==> config.mk <==
export PLATFORM = sky130hd
export DESIGN_NAME = cube_frame_loader
export DESIGN_NICKNAME = d
export VERILOG_FILES = /design/src/rtl/cube_frame_loader.sv
export SDC_FILE = /design/constraint.sdc
export NUM_CORES = 1
export LEC_CHECK = 0
export CAP_MARGIN = 30
export CORE_MARGIN = 4
export CORE_UTILIZATION = 45
export DETAILED_ROUTE_END_ITERATION = 6
export HOLD_SLACK_MARGIN = 0.12
export PLACE_DENSITY = 0.76
export SYNTH_ARGS = -nofsm -noshare
export SYNTH_HDL_FRONTEND = slang
export SYNTH_SLANG_ARGS = --single-unit
==> constraint.sdc <==
create_clock -name clk -period 2.43 [get_ports clk]
set_input_delay 0.486 -clock clk [delete_from_list [all_inputs] [get_ports clk]]
set_output_delay 0.486 -clock clk [all_outputs]
set_load 0.02 [all_outputs]
==> src/rtl/cube_frame_loader.sv <==
// cube_frame_loader: front end of the cube-solving network.
// Collects a byte-serial cube frame, launches the network with a one-cycle
// load pulse, waits for the network result (with a watchdog), hands the move
// index to the consumer, then clears the network for the next frame.

module cube_frame_loader #(
    parameter int FRAME_BYTES = 15,
    parameter int TIMEOUT     = 4096,
    parameter int CLR_CYCLES  = 2
) (
    input  logic                       clk,
    input  logic                       rst_n,
    input  logic                       in_valid,
    output logic                       in_ready,
    input  logic [7:0]                 in_data,
    output logic                       net_load,
    output logic [8*FRAME_BYTES-1:0]   net_d,
    input  logic                       net_valid,
    input  logic [3:0]                 net_q,
    output logic                       net_clr,
    output logic                       out_valid,
    input  logic                       out_ready,
    output logic [3:0]                 out_q,
    output logic                       out_err,
    output logic                       busy
);

    localparam int CNT_W = $clog2(FRAME_BYTES + 1);
    localparam int WD_W  = (TIMEOUT > 1) ? $clog2(TIMEOUT) : 1;
    localparam int CLR_W = (CLR_CYCLES > 1) ? $clog2(CLR_CYCLES) : 1;

    localparam logic [CNT_W-1:0] LAST_IDX = CNT_W'(FRAME_BYTES - 1);
    localparam logic [WD_W-1:0]  WD_LAST  = WD_W'(TIMEOUT - 1);
    localparam logic [CLR_W-1:0] CLR_LAST = CLR_W'(CLR_CYCLES - 1);

    typedef enum logic [2:0] {
        S_IDLE,
        S_COLLECT,
        S_LAUNCH,
        S_WAIT,
        S_RESULT,
        S_CLEAR
    } state_t;

    state_t           state;
    state_t           state_nxt;
    logic [CNT_W-1:0] count;
    logic [WD_W-1:0]  wd;
    logic [CLR_W-1:0] clr_cnt;
    logic             ready_en;   // keeps in_ready low until the first edge after reset
    logic             accept;
    logic             capture;
    logic             expire;

    assign accept = in_valid & in_ready;
    assign busy   = (state != S_IDLE);

    // State register and the post-reset ready enable.
    // NOTE: sequential state uses non-blocking assignments so every register
    // samples the pre-edge values of its inputs.
    always_ff @(posedge clk or negedge rst_n) begin
        if (!rst_n) begin
            state    <= S_IDLE;
            ready_en <= 1'b0;
        end else begin
            state    <= state_nxt;
            ready_en <= 1'b1;
        end
    end

    // Next-state decode and state-decoded outputs.
    // NOTE: every output of this block gets a default first, so no path
    // through the case statement can infer a latch.
    always_comb begin
        state_nxt = state;
        in_ready  = 1'b0;
        net_load  = 1'b0;
        net_clr   = 1'b0;
        out_valid = 1'b0;
        capture   = 1'b0;
        expire    = 1'b0;
        case (state)
            S_IDLE: begin
                in_ready = ready_en;
                if (in_valid && ready_en) begin
                    state_nxt = (FRAME_BYTES == 1) ? S_LAUNCH : S_COLLECT;
                end
            end
            S_COLLECT: begin
                in_ready = 1'b1;
                if (in_valid && (count == LAST_IDX)) begin
                    state_nxt = S_LAUNCH;
                end
            end
            S_LAUNCH: begin
                net_load  = 1'b1;
                state_nxt = S_WAIT;
            end
            S_WAIT: begin
                // A network result on the watchdog's final cycle still wins.
                if (net_valid) begin
                    capture   = 1'b1;
                    state_nxt = S_RESULT;
                end else if (wd == WD_LAST) begin
                    expire    = 1'b1;
                    state_nxt = S_RESULT;
                end
            end
            S_RESULT: begin
                out_valid = 1'b1;
                if (out_ready) begin
                    state_nxt = S_CLEAR;
                end
            end
            S_CLEAR: begin
                net_clr = 1'b1;
                if (clr_cnt == CLR_LAST) begin
                    state_nxt = S_IDLE;
                end
            end
            default: state_nxt = S_IDLE;
        endcase
    end

    // Datapath: frame assembly, watchdog, clear counter and result capture.
    // NOTE: the frame register is reset too, so a frame cut short by reset
    // never leaks old bytes onto net_d.
    always_ff @(posedge clk or negedge rst_n) begin
        if (!rst_n) begin
            count   <= '0;
            wd      <= '0;
            clr_cnt <= '0;
            net_d   <= '0;
            out_q   <= 4'h0;
            out_err <= 1'b0;
        end else begin
            if (accept) begin
                for (int k = 0; k < FRAME_BYTES; k++) begin
                    if (count == CNT_W'(k)) begin
                        net_d[8*k +: 8] <= in_data;
                    end
                end
                count <= count + 1'b1;
            end

            if (state == S_LAUNCH) begin
                count <= '0;
                wd    <= '0;
            end

            if (state == S_WAIT) begin
                wd <= wd + 1'b1;
            end

            if (capture) begin
                out_q   <= net_q;
                out_err <= 1'b0;
            end

            if (expire) begin
                out_q   <= 4'hF;
                out_err <= 1'b1;
            end

            if (state == S_RESULT) begin
                clr_cnt <= '0;
            end

            if (state == S_CLEAR) begin
                clr_cnt <= clr_cnt + 1'b1;
            end
        end
    end

endmodule

=== After elaboration in Yosys (flattened, before gate mapping) ===
Cells that the tools add are included.

* Output and inout bits: 130
* Word-level logic and storage cells: 102
* Register bits: 146
* Bits of input ports: 17

* $add $sub $neg: 3
* Bitwise operators: 1
* Equality and inequality tests: 25
* Multiplexer cells: 26
* Reduce and logical (&&, ||, !) cells: 25

{| class="wikitable"
|+ Operators with widths
! operator !! number
|-
| $reduce_and 2->1 || 15
|-
| $eq 4x4->1 const B || 7
|-
| $mux 12 || 2
|-
| $mux 3 || 6
|-
| $pmux 3 s6 || 1
|-
| $eq 4x3->1 const B || 4
|-
| $mux 4 || 4
|-
| $add 12x1->12 const B || 1
|-
| $eq 12x12->1 const B || 1
|-
| $mux 1 || 12
|-
| $eq 4x2->1 const B || 2
|-
| $ne 2x2->1 const B || 4
|-
| $reduce_bool 2->1 || 4
|-
| $eq 3x2->1 const B || 2
|-
| $eq 3x3->1 const B || 2
|-
| $reduce_and 5->1 || 1
|-
| $add 4x1->4 const B || 1
|-
| $eq 4x1->1 const B || 1
|-
| $logic_not 4->1 || 1
|-
| $eq 3x1->1 const B || 1
|-
| $logic_not 3->1 || 1
|-
| $ne 3x3->1 const B || 1
|-
| $reduce_bool 3->1 || 1
|-
| $logic_and 1x1->1 || 2
|-
| 3 further kinds || 3
|}

=== Logic depth before layout (Yosys ltp) ===
Gate-level depths: netlist (run 1).

* Depth in word-level cells: 5
* Mapped depth: 6

=== Least setup slack after synthesis (run 1) ===
No wires, ideal clock.

* Path type: input -> register
* From: input in_valid
* To: register net_d[32]
* Stages: 4
* Arrival time: 1551 ps
* Path slack: 754 ps
* Cells stage by stage: and2_2 -> nand3_4 -> nor3b_4 -> mux2_2

* Word-level cells in the longest chain between the ends: 2

{| class="wikitable"
|+ RTL lines
! what !! line !! text
|-
| from (decl) || 13 || <nowiki>input logic in_valid,</nowiki>
|-
| $and 1x1->1 || 55 || <nowiki>assign accept = in_valid & in_ready;</nowiki>
|-
| $reduce_and 2->1 (no source line) || n/a ||
|-
| to (signal, indexed assignment) || 140 || <nowiki>net_d[8*k +: 8] <= in_data;</nowiki>
|-
| to (decl) || 17 || <nowiki>output logic [8*FRAME_BYTES-1:0] net_d,</nowiki>
|}

Every way passes these cells.
A chain may end at the register's enable or synchronous reset.

=== Final worst setup path (run 1) ===
* From: register state[2]
* To: output net_load

* Word-level cells in the longest chain between the ends: 2

{| class="wikitable"
|+ RTL lines
! what !! line !! text
|-
| from (decl) || 45 || <nowiki>state_t state;</nowiki>
|-
| from (signal assigned) || 66 || <nowiki>state <= state_nxt;</nowiki>
|-
| $eq 3x2->1 || 82 || <nowiki>case (state)</nowiki>
|-
| $mux 1 || 82 ||
|-
| to (decl) || 16 || <nowiki>output logic net_load,</nowiki>
|}

Every way passes these cells.

==> results.md, run 1 <==
- The slew at the pin closest to its max-slew limit is 0.760 ns.
- Once detail routing completed, the nets flagged for antenna violations numbered 0.
- The count of maximum capacitance violations is 0.
- The total length of routed wires is 15100 µm.
- Relative to the synthesized area, the layout overhead comes to 39.4%.
- The cell count of the worst hold path is 1.
- VDD sags by at most 0.825 mV.
- The maximum achievable frequency is 426 MHz.
- The initial antenna violation count came to 0.
- The violation count after the first detailed-route iteration is 258.
- The portion of the clock cycle consumed by the worst path in the final layout is 96.5%.
- The clock transition time at the flip-flop clock pins of the worst setup and hold paths is 0.06 ns.
- The number of hold violations in the final report is 0.
- In this run the worst path has a maximum fanout of 7.
- The worst-skew pair later-pin latency is 0.42 ns.
- Among all flip-flop cells after synthesis, the most frequent one is sky130_fd_sc_hd__dfrtp_1.
- Across every metal layer, demand over resource in global routing totals 20.9%.
- The kind of start point of the critical path is a flip-flop.
- The setup path with the least slack is of type reg -> out.
- Once detailed placement completed, the half-perimeter wirelength came to 10300 µm.
- The proportion of power drawn by the clock network is 24.5%.
- TritonCTS created 17 clock buffers.
- The largest net degree at the start of global routing is 52.
- The via density per instance is 5.23.
- The repair_antennas step left the layout with diodes totalling 0.
- The total number of nets in the final design is 610.
- The worst register-to-register path ends at net_d[7].
- The detailed-route via count is 4041.
- The register bit count reported by yosys is 146.
- The via count of the first global-routing pass is 4295.
- The final count of pins violating max slew came to 0.
- The critical hold path startpoint is net_d[39].
- When the netlist entered floorplanning its net count stood at 446.
- The H-tree was split into 4 levels.
- The floorplan step defined a die boundary enclosing 15300 µm².
- For the worst flop-to-flop path, the logic depth is 5.
- Counting every instance in the synthesized netlist gives 424.
- Final hold analysis gives a worst-case slack of 0.496 ns.
- The clock tree root buffer cell is sky130_fd_sc_hd__clkbuf_16.
- The global placer's final weighted congestion is 0.836.
- At the worst endpoint, the required time is 1.94 ns.
- The synthesis warning total is 0.
- Setup repair after global routing left no endpoint under its margin.
- The remaining max-slew budget at the tightest pin is 49.2%.
- The combinational cell fraction of total power is 41.0%.
- The run finished with clean final reports.
- The worst setup path is captured at a primary output.
- The net switching power is 3.76 mW.
- After synthesis, flip-flops and latches occupy 60.7% of the total area.
- The class of the tightest hold or removal check is reg -> reg.
- For hold timing, the worst endpoint is net_d[39].
- The count of clock tree sinks is 146.
- Each instance of the synthesized netlist takes up on average 14.2 µm².
- The boundary pin count is 147.
- The final number of setup-violating endpoints is 0.
- In this run the cell area of the synthesized design comes to 6020 µm².
- Clock skew on the completed layout was measured at 0.00731 ns.
- Of the total power, registers draw 34.5%.
- The post-layout minimum cycle time is 2.35 ns.
- The floorplan step set the die height to 124 µm.
- The overflow left after global routing is 0.
- The global-route wire length before repair is 23700 µm.
- The width of the die is 124 µm.
- In this run the critical register-to-register path is launched from state[1].
- For this design the ratio of total power to cell area is 1320 nW/µm².
- The total number of placement rows is 41.
- The core region is 12900 µm².
- The minimum setup slack among reg-to-reg paths is 0.34 ns.
- The switching portion of total power is 33.9%.
- For this run, the detailed router's first-pass iteration total came to 4.
- The post-route netlist has 30.9% of its cells at a drive strength greater than 1.
- Synthesis instantiated 46 different standard cells from the library.
- TritonCTS built the clock tree.
- The leakage component of the power is 3.79 nW.
- Data arrives at the worst endpoint at 1.86 ns.
- Internal power comes to 7.34 mW.
- For this run, the share of the core covered by cells in the final layout is 65.2%.
- The count of buffers added on input and output ports is 146.
- In the final routed layout, each cell accounts on average for 19.5 µm.
- In the routed design, unresolved DRC markers number 0.
- In this run, synthesis inferred 0 flip-flops with an integrated enable.
- The maximum buffer depth of the clock tree is 2.
- The share of flip-flops with an asynchronous set or reset after synthesis is 100%.
- Once the floorplan was initialized, standard cells occupied 46.7% of the core.
==> power by group through the flow <==
stage | Sequential [mW] | Combinational (mW) | Clock, mW
after CTS | 3.83 | 4.61 | 2.76
after global placement | 3.84 | 4.49 | 0
after floorplan | 4.73 | 1.49 | 0
after global routing | 3.94 | 4.87 | 2.88
final | 3.83 | 4.56 | 2.72
after detailed placement | 3.87 | 4.57 | 0
==> cell families after synthesis <==
| family | Yosys count | share of synthesized area (%) |
|---|---|---|
| DFF | 146 | 60.7 |
| muxes | 125 | 23.3 |
| AOI/OAI and AO/OA | 34 | 3.56 |
| xor gates and xnor gates | 4 | 0.582 |
| adders and majority gates | 5 | 1.04 |
| and+or+nand+nor | 87 | 9.17 |
| other | 1 | 0.0623 |
| buffers and inverters | 22 | 1.58 |
==> layout by cell type, fill, tap and decap left out, types with 5 or more instances in the layout <==
master / Yosys / final
sky130_fd_sc_hd__o21ai_0: 12 / 12
sky130_fd_sc_hd__nor2_1: 13 / 13
sky130_fd_sc_hd__clkbuf_8: 0 / 5
sky130_fd_sc_hd__ha_1: 5 / 5
sky130_fd_sc_hd__buf_4: 1 / 12
sky130_fd_sc_hd__and2_1: 5 / 5
sky130_fd_sc_hd__nand3_1: 5 / 5
sky130_fd_sc_hd__nand3_2: 8 / 8
sky130_fd_sc_hd__clkdlybuf4s50_1: 0 / 144
sky130_fd_sc_hd__clkbuf_16: 0 / 17
sky130_fd_sc_hd__dfrtp_1: 146 / 146
sky130_fd_sc_hd__a21oi_1: 5 / 5
sky130_fd_sc_hd__inv_1: 6 / 6
sky130_fd_sc_hd__mux2_2: 120 / 120
sky130_fd_sc_hd__nand2_1: 25 / 25
==> cell usage after synthesis (2+ instances only) <==
cell                         n  area (µm²)
sky130_fd_sc_hd__dfrtp_1   146        3650
sky130_fd_sc_hd__mux2_2    120        1350
sky130_fd_sc_hd__nand2_1    25        93.8
sky130_fd_sc_hd__nor2_1     13        48.8
sky130_fd_sc_hd__clkbuf_1   12        45.0
sky130_fd_sc_hd__o21ai_0    12        60.1
sky130_fd_sc_hd__nand3_2     8        80.1
sky130_fd_sc_hd__inv_1       6        22.5
sky130_fd_sc_hd__a21oi_1     5        25.0
sky130_fd_sc_hd__and2_1      5        31.3
sky130_fd_sc_hd__ha_1        5        62.6
sky130_fd_sc_hd__nand3_1     5        25.0
sky130_fd_sc_hd__and3_1      4        25.0
sky130_fd_sc_hd__mux2i_1     4        40.0
sky130_fd_sc_hd__nand4_1     4        25.0
sky130_fd_sc_hd__nor3b_4     4        75.1
sky130_fd_sc_hd__o22a_1      4        35.0
sky130_fd_sc_hd__a31oi_1     3        18.8
sky130_fd_sc_hd__nor2_2      3        18.8
sky130_fd_sc_hd__nor2b_1     3        18.8
sky130_fd_sc_hd__xor2_1      3        26.3
sky130_fd_sc_hd__and4_1      2        17.5
sky130_fd_sc_hd__nand2b_1    2        12.5
sky130_fd_sc_hd__o211ai_1    2        15.0
sky130_fd_sc_hd__o22ai_1     2        12.5
sky130_fd_sc_hd__o31ai_1     2        15.0
==> repair_timing <==
item,4_1_cts,5_1_grt
resized for setup,0,1
endpoints found under the setup margin,0,2
hold endpoints to repair,47,0
setup buffers,0,1
hold buffers,1,0
==> registers in the layout (all words and copies together) (netlist names) <==
signal,flops
net_d,120
wd,12
count,4
out_q,4
state,3
clr_cnt,1
out_err,1
ready_en,1
==> routing by layer <==
| layer | up-vias | GRT usage (%) | part of all wire, % |
|---|---|---|---|
| met5 | - | 0 | 0 |
| met4 | 0 | 6.37 | 1.1 |
| met3 | 13 | 7.36 | 7.5 |
| met2 | 134 | 33.7 | 49 |
| met1 | 2057 | 26.8 | 42 |
| li1 | 1837 | - | - |
==> worst max-delay path by stage <==
stage	from	endpoint	slack, ns	depth (start not counted)
global route	state[2]	net_load	0.02	3
detailed placement	in_valid	net_d[36]	-0.01	5
floorplan	in_valid	net_d[32]	0.75	4
CTS	state[1]	in_ready	0.03	3
global placement	in_valid	net_d[88]	0.01	5
finish	state[2]	net_load	0.08	3
==> critical path, cell delays in order (launching register included) <==
cell and delay, ns:
sky130_fd_sc_hd__dfrtp_1 0.46, sky130_fd_sc_hd__nand2b_1 0.19, sky130_fd_sc_hd__nor2_1 0.16, sky130_fd_sc_hd__clkdlybuf4s50_1 0.63
==> per-stage QoR <==
step           instances  instance area [µm²]  setup slack, ns  TNS, ns  power, mW
2_1_floorplan        424                 6020            0.754        0       6.21
3_3_place_gp         739                 7750           0.0149        0       8.33
3_5_place_dp         739                 7750          -0.0136  -0.0724       8.44
4_1_cts              772                 8380           0.0304        0       11.2
5_1_grt              773                 8390           0.0154        0       11.7
6_report             773                 8390           0.0847        0       11.1
==> cell type report <==
type / count / area (µm²)
sequential: 146 / 3650
clock inverter: 9 / 126
inverter: 6 / 22.5
tap: 172 / 215
multi-input combinational: 256 / 2270
fill: 975 / 4490
timing repair buffer: 161 / 1610
clock buffer: 23 / 498
(Power assumes the default switching activity.)
==> inputs of run 2 (changes only) <==
Settings changed: GPL_TIMING_DRIVEN from default to 0.
==> run 2 against run 1 <==
Against the previous run: wire length is 2.9% lower; clock skew hardly changed; critical path depth stayed put; combinational power hardly changed; sequential share of layout area is 0.23 points higher; maximum frequency is 0.33% lower; sequential power hardly changed; final cell count is 0.52% higher; clock power is 6% lower; critical path type unchanged; non-clock buffer count is 4 higher; largest power group unchanged; via count is 0.69% higher.
==> results.md, run 2 (synthesis results as in run 1) <==
- The run finished with clean final reports.
- The class of the tightest hold or removal check is reg -> reg.
- The critical hold path startpoint is net_d[39].
- The boundary pin count is 147 (unchanged).
- The global-route wire length before repair is 23300 µm (-1.6%).
- The total die area is 15300 µm² (unchanged).
- The effective utilization at floorplan was 46.7% (unchanged).
- The startpoint identified for the worst register-to-register timing path is state[1].
- The post-detailed-route count of antenna-violating nets is 0 (unchanged).
- The die height is 124 µm (unchanged).
- The initial antenna violation count is 0 (unchanged).
- The average detailed-routed wire length per instance is 18.9 µm (-3.4%).
- CTS placed an instance of sky130_fd_sc_hd__clkbuf_16 at the clock tree root.
- The critical path endpoint is out_valid.
- The remaining max-slew budget at the tightest pin was 51.1% (+1.9 points).
- The worst register-to-register path ends at net_d[51].
- The depth of the most critical reg-to-reg path is 5 (unchanged).
- The combined flip-flop and latch cell area is 3650 µm² (about the same).
- The required arrival time at the worst endpoint was 1.94 ns (about the same).
- The kind of start point of the critical path is a flip-flop.
- The global placer's final weighted congestion was 0.853 (+2.0%).
- The leakage component of the power is 3.75 nW (-1.1%).
- The highest-delay cell along the critical path is sky130_fd_sc_hd__clkdlybuf4s50_1.
- The slew at the pin closest to its max-slew limit is 0.733 ns (-0.0265 ns).
- The via count of the first global-routing pass is 4343 (+1.1%).
- The total number of placement rows came to 41 (unchanged).
- The number of flip-flops in the largest register is 120 (unchanged).
- The width of the die was 124 µm (unchanged).
- The worst setup path is of the reg -> out kind.
- The worst clock skew is 0.00736 ns (+0.0000463 ns).
- The via density per instance is 5.24 (+0.17%).
- The maximum single-stage delay on the critical path is 0.62 ns (about the same).
- The CTS tree is built.
- The count of maximum capacitance violations is 0 (unchanged).
- In the layout the commonest cells are sky130_fd_sc_hd__dfrtp_1, sky130_fd_sc_hd__clkdlybuf4s50_1, sky130_fd_sc_hd__mux2_2.
- The number of diodes added for antenna fixing is 0 (unchanged).
- The total of buffers placed on input and output ports is 146 (unchanged).
- The combined area of the multi-input logic cells is 2280 µm² (+0.33%).
- The worst-skew pair later-pin latency is 0.41 ns (about the same).
- The count of clock tree sinks came to 146 (unchanged).
- On the critical path the largest part of the delay comes from buffers and inverters.
- The post-layout minimum cycle time was 2.35 ns (+0.00785 ns).
- The most common cell after layout, fill and taps aside is sky130_fd_sc_hd__dfrtp_1.
- The share of layout cells above drive strength 1 was 30.2% (-0.70 points).
- The critical path depth in cells came to 3 (unchanged).
- The CTS buffer count is 17 (unchanged).
- The detailed-route via count was 4069 (+0.69%).
- The worst setup path is captured at a primary output.
- The violation count after the first detailed-route iteration is 226 (-12%).
- The maximum fanout along the worst path is 10 (+3).
- The H-tree level count was 4 (unchanged).
- The synthesis-to-layout area growth is 38.7%.
- The largest registers in the layout are net_d (120), wd (12).
- The most critical setup path has its startpoint at state[0].
- The number of hold violations in the final report is 0 (unchanged).
- The portion of the clock cycle consumed by the worst path in the final layout is 96.8% (+0.32 points).
- The total core area is 12900 µm² (unchanged).
- The total length of routed wires is 14700 µm (-2.9%).
- The arrival time at the worst endpoint is 1.87 ns (about the same).
- The final count of pins violating max slew came to 0 (unchanged).
- The largest net degree at the start of global routing came to 88 (+69%).
- The overflow left after global routing is 0 (unchanged).
- The post-DP HPWL is 10100 µm (-2.5%).
- The total routing resource utilization after global routing came to 20.2% (-0.74 points).
- The final instance count without filler cells is 777 (+0.52%).
- The peak ir drop on the vdd network is 0.805 mV (-2.4%).
- The clock transition time at the flip-flop clock pins of the worst setup and hold paths is 0.06 ns (about the same).
- The maximum buffer depth of the clock tree was 2 (unchanged).
- The filler cell count in the final layout is 972 (-0.31%).
- The maximum achievable frequency is 425 MHz (-0.33%).
- The minimum hold slack is 0.492 ns (-0.00458 ns).
- The number of buffers and inverters on the critical path is 2 (+1).
- The minimum setup slack among reg-to-reg paths came to 0.46 ns (+0.12 ns).
- The signal on the critical path passes through clkbuf_2 -> nor2_1 -> clkdlybuf4s50_1.
- Setup repair after global routing left no endpoint under its margin.
- The cell area power density is 1310 nW/µm² (-0.91%).
- The number of placed instances, taps included came to 743 (+0.54%).
- The final number of setup-violating endpoints is 0 (unchanged).
- The total number of nets in the final design was 614 (+0.66%).
- The register containing the most flip-flops in the final layout is net_d.
- The number of design rule violations left after detail routing is 0 (unchanged).
- The length of the first detailed-routing pass in iterations is 4 (unchanged).
-- run 2: cell types whose count changed in the layout (fill, tap and decap cells not counted), sizes merged, moves of 2 or more --
cell,change
buf,-7
clkbuf,+7
clkinv,+2
clkdlybuf4s50,-2
clkinvlp,+3
-- run 2: per-stage QoR --
step                power (mW)  setup WS [ns]  setup TNS [ns]  utilization [%]  cell area, µm²
finish                    10.9         0.0768               0             64.8            8350
global route              11.5        0.00829               0             64.8            8350
CTS                       11.0         0.0332               0             64.6            8320
detailed placement        8.41        -0.0639           -1.55             60.0            7720
global placement          8.27          -4.72         -687.55             59.8            7690
floorplan                 6.21          0.754               0                -            6020
-- run 2: where the power goes --
part	internal (mW)	leakage, nW	switching, mW
registers	3.30	1.91	0.530
logic	2.30	1.55	2.27
clock network	1.56	0.285	0.997
-- run 2: how the worst min path moves through the flow --
stage | to | slack (ns) | cells after the start
3_5_place_dp | out_q[1] | 0.48 | 1
6_report | net_d[39] | 0.49 | 1
5_1_grt | net_d[39] | 0.52 | 1
3_3_place_gp | net_d[39] | 0.47 | 1
4_1_cts | net_d[39] | 0.50 | 1
2_1_floorplan | clr_cnt | 0.19 | 0
-- run 2: layer usage --
metal | track usage, % | share of wire, % | vias to the layer above
met5 | 0 | 0 | -
met4 | 6.99 | 1.6 | 0
met3 | 5.54 | 6.6 | 18
met2 | 32.2 | 49 | 131
met1 | 26.8 | 43 | 2078
li1 | - | - | 1842
-- run 2: final cells by class --
class | count | area share (%)
timing repair buffer | 150 | 18.2
multi-input combinational | 256 | 27.3
inverter | 6 | 0.315
clock buffer | 19 | 5.42
tap | 172 | 2.58
sequential | 146 | 43.8
clock inverter | 13 | 1.60
buffer | 15 | 0.839
-- run 2: timing repair --
action                                  in CTS  in global routing
hold endpoints to repair                    59                  0
endpoints found under the setup margin       3                  2
buffers inserted                             0                  2
gates cloned                                 0                  0
gates resized for setup                      4                  4
pin swaps                                    0                  1
hold buffers                                 1                  0
-- run 2: worst register-to-register path, stage by stage (launching register included) --
cell	delay, ns
sky130_fd_sc_hd__dfrtp_1	0.37
sky130_fd_sc_hd__buf_6	0.14
sky130_fd_sc_hd__nor2_4	0.20
sky130_fd_sc_hd__nand3_4	0.20
sky130_fd_sc_hd__nor3b_4	0.53
sky130_fd_sc_hd__mux2_2	0.41
==> inputs of run 3 (changes only) <==
Settings changed: CORE_UTILIZATION 45 to 35, PLACE_DENSITY 0.76 to 0.62.
==> run 3 against run 2 <==
Against the previous run: first-iteration DRC count decreased by 16%; register-to-register slack got worse by 0.07 ns; worst hold slack about the same.
==> results.md, run 3 (synthesis results as in run 1) <==
- The maximum buffer depth of the clock tree is 2 (unchanged).
- The core occupancy in the finished layout is 50.2% (-15 points).
- The worst-skew pair later-pin latency is 0.42 ns (about the same).
- The leakage component of the power was 3.75 nW (+0.15%).
- The number of hold violations in the final report is 0 (unchanged).
- Relative to the synthesized area, the layout overhead comes to 39.2%.
- The count of maximum capacitance violations is 0 (unchanged).
- Ranked by flip-flop count, first place goes to net_d.
- The total power after layout is 10.8 mW (-0.91%).
- The cell area power density was 1290 nW/µm² (-1.3%).
- The minimum hold slack came to 0.492 ns (+0.000302 ns).
- The number of flip-flops in the largest register is 120 (unchanged).
- The net switching power is 3.80 mW (+0.29%).
- The largest net degree at the start of global routing was 85 (-3.4%).
- The maximum single-stage delay on the critical path was 0.60 ns (-0.02 ns).
- The final instance count without filler cells is 823 (+5.9%).
- The average detailed-routed wire length per instance is 18.5 µm (-2.2%).
- The aggregate negative setup slack is 0 ns (unchanged).
- The total placed instance area is 7780 µm² (+0.78%).
- The combined flip-flop and latch cell area is 3650 µm² (about the same).
- The required arrival time at the worst endpoint is 1.94 ns (about the same).
- The final count of pins violating max slew was 0 (unchanged).
- The width of the die was 139 µm (+13%).
- The combinational cell fraction of total power came to 42.1% (+0.4 points).
- The total number of nets in the final design came to 613 (-0.16%).
- TritonCTS built the clock tree.
- The largest registers in the layout are net_d (120), wd (12).
- The final number of setup-violating endpoints is 0 (unchanged).
- In this run the clock root is driven by a sky130_fd_sc_hd__clkbuf_16.
- The portion of the clock cycle consumed by the worst path in the final layout came to 92.8% (-4.1 points).
- The combined area of the multi-input logic cells is 2280 µm² (unchanged).
- The number of diodes added for antenna fixing came to 0 (unchanged).
- The total number of placement rows is 47 (+15%).
- In the layout the commonest cells are sky130_fd_sc_hd__dfrtp_1, sky130_fd_sc_hd__clkdlybuf4s50_1, sky130_fd_sc_hd__mux2_2.
- The remaining max-slew budget at the tightest pin is 55.9% (+4.8 points).
- The boundary pin count came to 147 (unchanged).
- The arrival time at the worst endpoint came to 1.77 ns (-0.10 ns).
- The final instance area is 8380 µm² (+0.34%).
- The post-detailed-route count of antenna-violating nets was 0 (unchanged).
- The effective utilization at floorplan is 36.0% (-11 points).
- Walking the worst path, the cells encountered are clkinvlp_4 -> nand2_1 -> clkdlybuf4s50_1.
- STA classifies the critical path startpoint as a flip-flop.
- The library cell used most frequently in the layout, excluding fill and tap cells, is sky130_fd_sc_hd__dfrtp_1.
- The clock transition time at the flip-flop clock pins of the worst setup and hold paths was 0.06 ns (about the same).
- The global placer's final weighted congestion is 0.824 (-3.3%).
- The proportion of power drawn by the clock network is 22.8% (-0.6 points).
- The CTS buffer count is 17 (unchanged).
- The cell-internal power is 7.04 mW (-1.5%).
- The endpoint class of the critical path is a primary output.
- The slew at the pin closest to its max-slew limit was 0.661 ns (-0.0717 ns).
- The category of the critical setup timing path is reg -> out.
- The post-layout minimum cycle time is 2.25 ns (-0.0992 ns).
- The filler cell count in the final layout is 1504 (+55%).
- The final setup slack of the worst path is 0.176 ns (+0.0992 ns).
- The run finished with clean final reports.
- The worst setup slack after placement is -0.186 ns (-0.122 ns).
- The worst clock skew came to 0.00701 ns (-0.000349 ns).
- The detailed-route via count is 4050 (-0.47%).
- The total length of routed wires is 15200 µm (+3.6%).
- The total routing resource utilization after global routing is 16.0% (-4.2 points).
- The initial antenna violation count was 0 (unchanged).
- The length of the first detailed-routing pass in iterations was 4 (unchanged).
- The total of buffers placed on input and output ports came to 146 (unchanged).
- The violation count after the first detailed-route iteration was 190 (-16%).
- The overflow left after global routing was 0 (unchanged).
- The maximum achievable frequency is 444 MHz (+4.4%).
- The total core area is 16700 µm² (+30%).
- The global-route wire length before repair came to 24000 µm (+2.7%).
- The share of layout cells above drive strength 1 is 29.7% (-0.56 points).
- The number of design rule violations left after detail routing is 0 (unchanged).
- The total die area is 19400 µm² (+27%).
- The via density per instance is 4.92 (-6.0%).
- The peak ir drop on the vdd network is 0.711 mV (-12%).
- The post-DP HPWL is 10700 µm (+6.4%).
- The highest-delay cell along the critical path is sky130_fd_sc_hd__clkdlybuf4s50_1.
- The maximum fanout along the worst path is 7 (-3).
- The portion of total power attributed to sequential cells is 35.2% (+0.2 points).
- The switching portion of total power came to 35.1% (+0.42 points).
- The count of clock tree sinks was 146 (unchanged).
- The tightest min-delay check is of the reg -> reg type.
- The die height was 139 µm (+13%).
- The via count of the first global-routing pass is 4234 (-2.5%).
- The H-tree level count is 4 (unchanged).
- The number of placed instances, taps included is 791 (+6.5%).
- Setup repair after global routing left no endpoint under its margin.
[run 3: cell types whose count changed in the layout (fill, tap and decap cells not counted), sizes merged]
cell	before	now
bufinv	2	1
clkdlybuf4s50	142	141
inv	6	8
dlymetal6s2s	2	3
clkinvlp	4	2
clkinv	7	6
[run 3: final cells by class]
type | instances | share of cell area (%)
plain buffers | 15 | 0.836
clock buffers | 20 | 5.45
clock inverters | 11 | 1.25
inverters | 6 | 0.314
multi-input cells | 256 | 27.2
flip-flops and latches | 146 | 43.6
well taps | 220 | 3.29
repair buffers | 149 | 18.1
[run 3: worst paths after layout]
path,startpoint,end,slack (ns),cells after the start
setup / recovery,state[0],busy,0.18,3
max in group asynchronous,rst_n,net_d[19],1.00,3
setup reg to reg,state[2],net_d[49],0.39,4
hold reg to reg,out_q[1],out_q[1],0.49,1
hold / removal,out_q[1],out_q[1],0.49,1
min in group asynchronous,rst_n,out_q[1],0.61,2
[run 3: timing repair]
| action | 4_1_cts | 5_1_grt |
|---|---|---|
| gates resized for setup | 5 | 4 |
| hold buffers | 1 | 0 |
| endpoints found under the hold margin | 62 | 0 |
| setup endpoints to repair | 4 | 3 |
| buffers inserted | 1 | 0 |
[run 3: critical path, delay by kind of cell, from the launching register on]
kind                   cells  cell delay [ns]
DFF                        1             0.49
and+or+nand+nor            1             0.08
buffers and inverters      2             0.78
[run 3: layer usage]
layer	up-vias	wire, µm	track usage [%]
met5	-	0	0
met4	0	318	6.64
met3	23	797	4.79
met2	121	7550	26.1
met1	2054	6530	19.7
li1	1852	-	-
[run 3: power by group through the flow]
stage | Clock, mW | Combinational (mW) | Sequential (mW)
2_1_floorplan | 0 | 1.49 | 4.73
3_3_place_gp | 0 | 4.51 | 3.82
3_5_place_dp | 0 | 4.59 | 3.85
4_1_cts | 2.54 | 4.63 | 3.83
5_1_grt | 2.65 | 4.83 | 3.94
6_report | 2.47 | 4.56 | 3.81
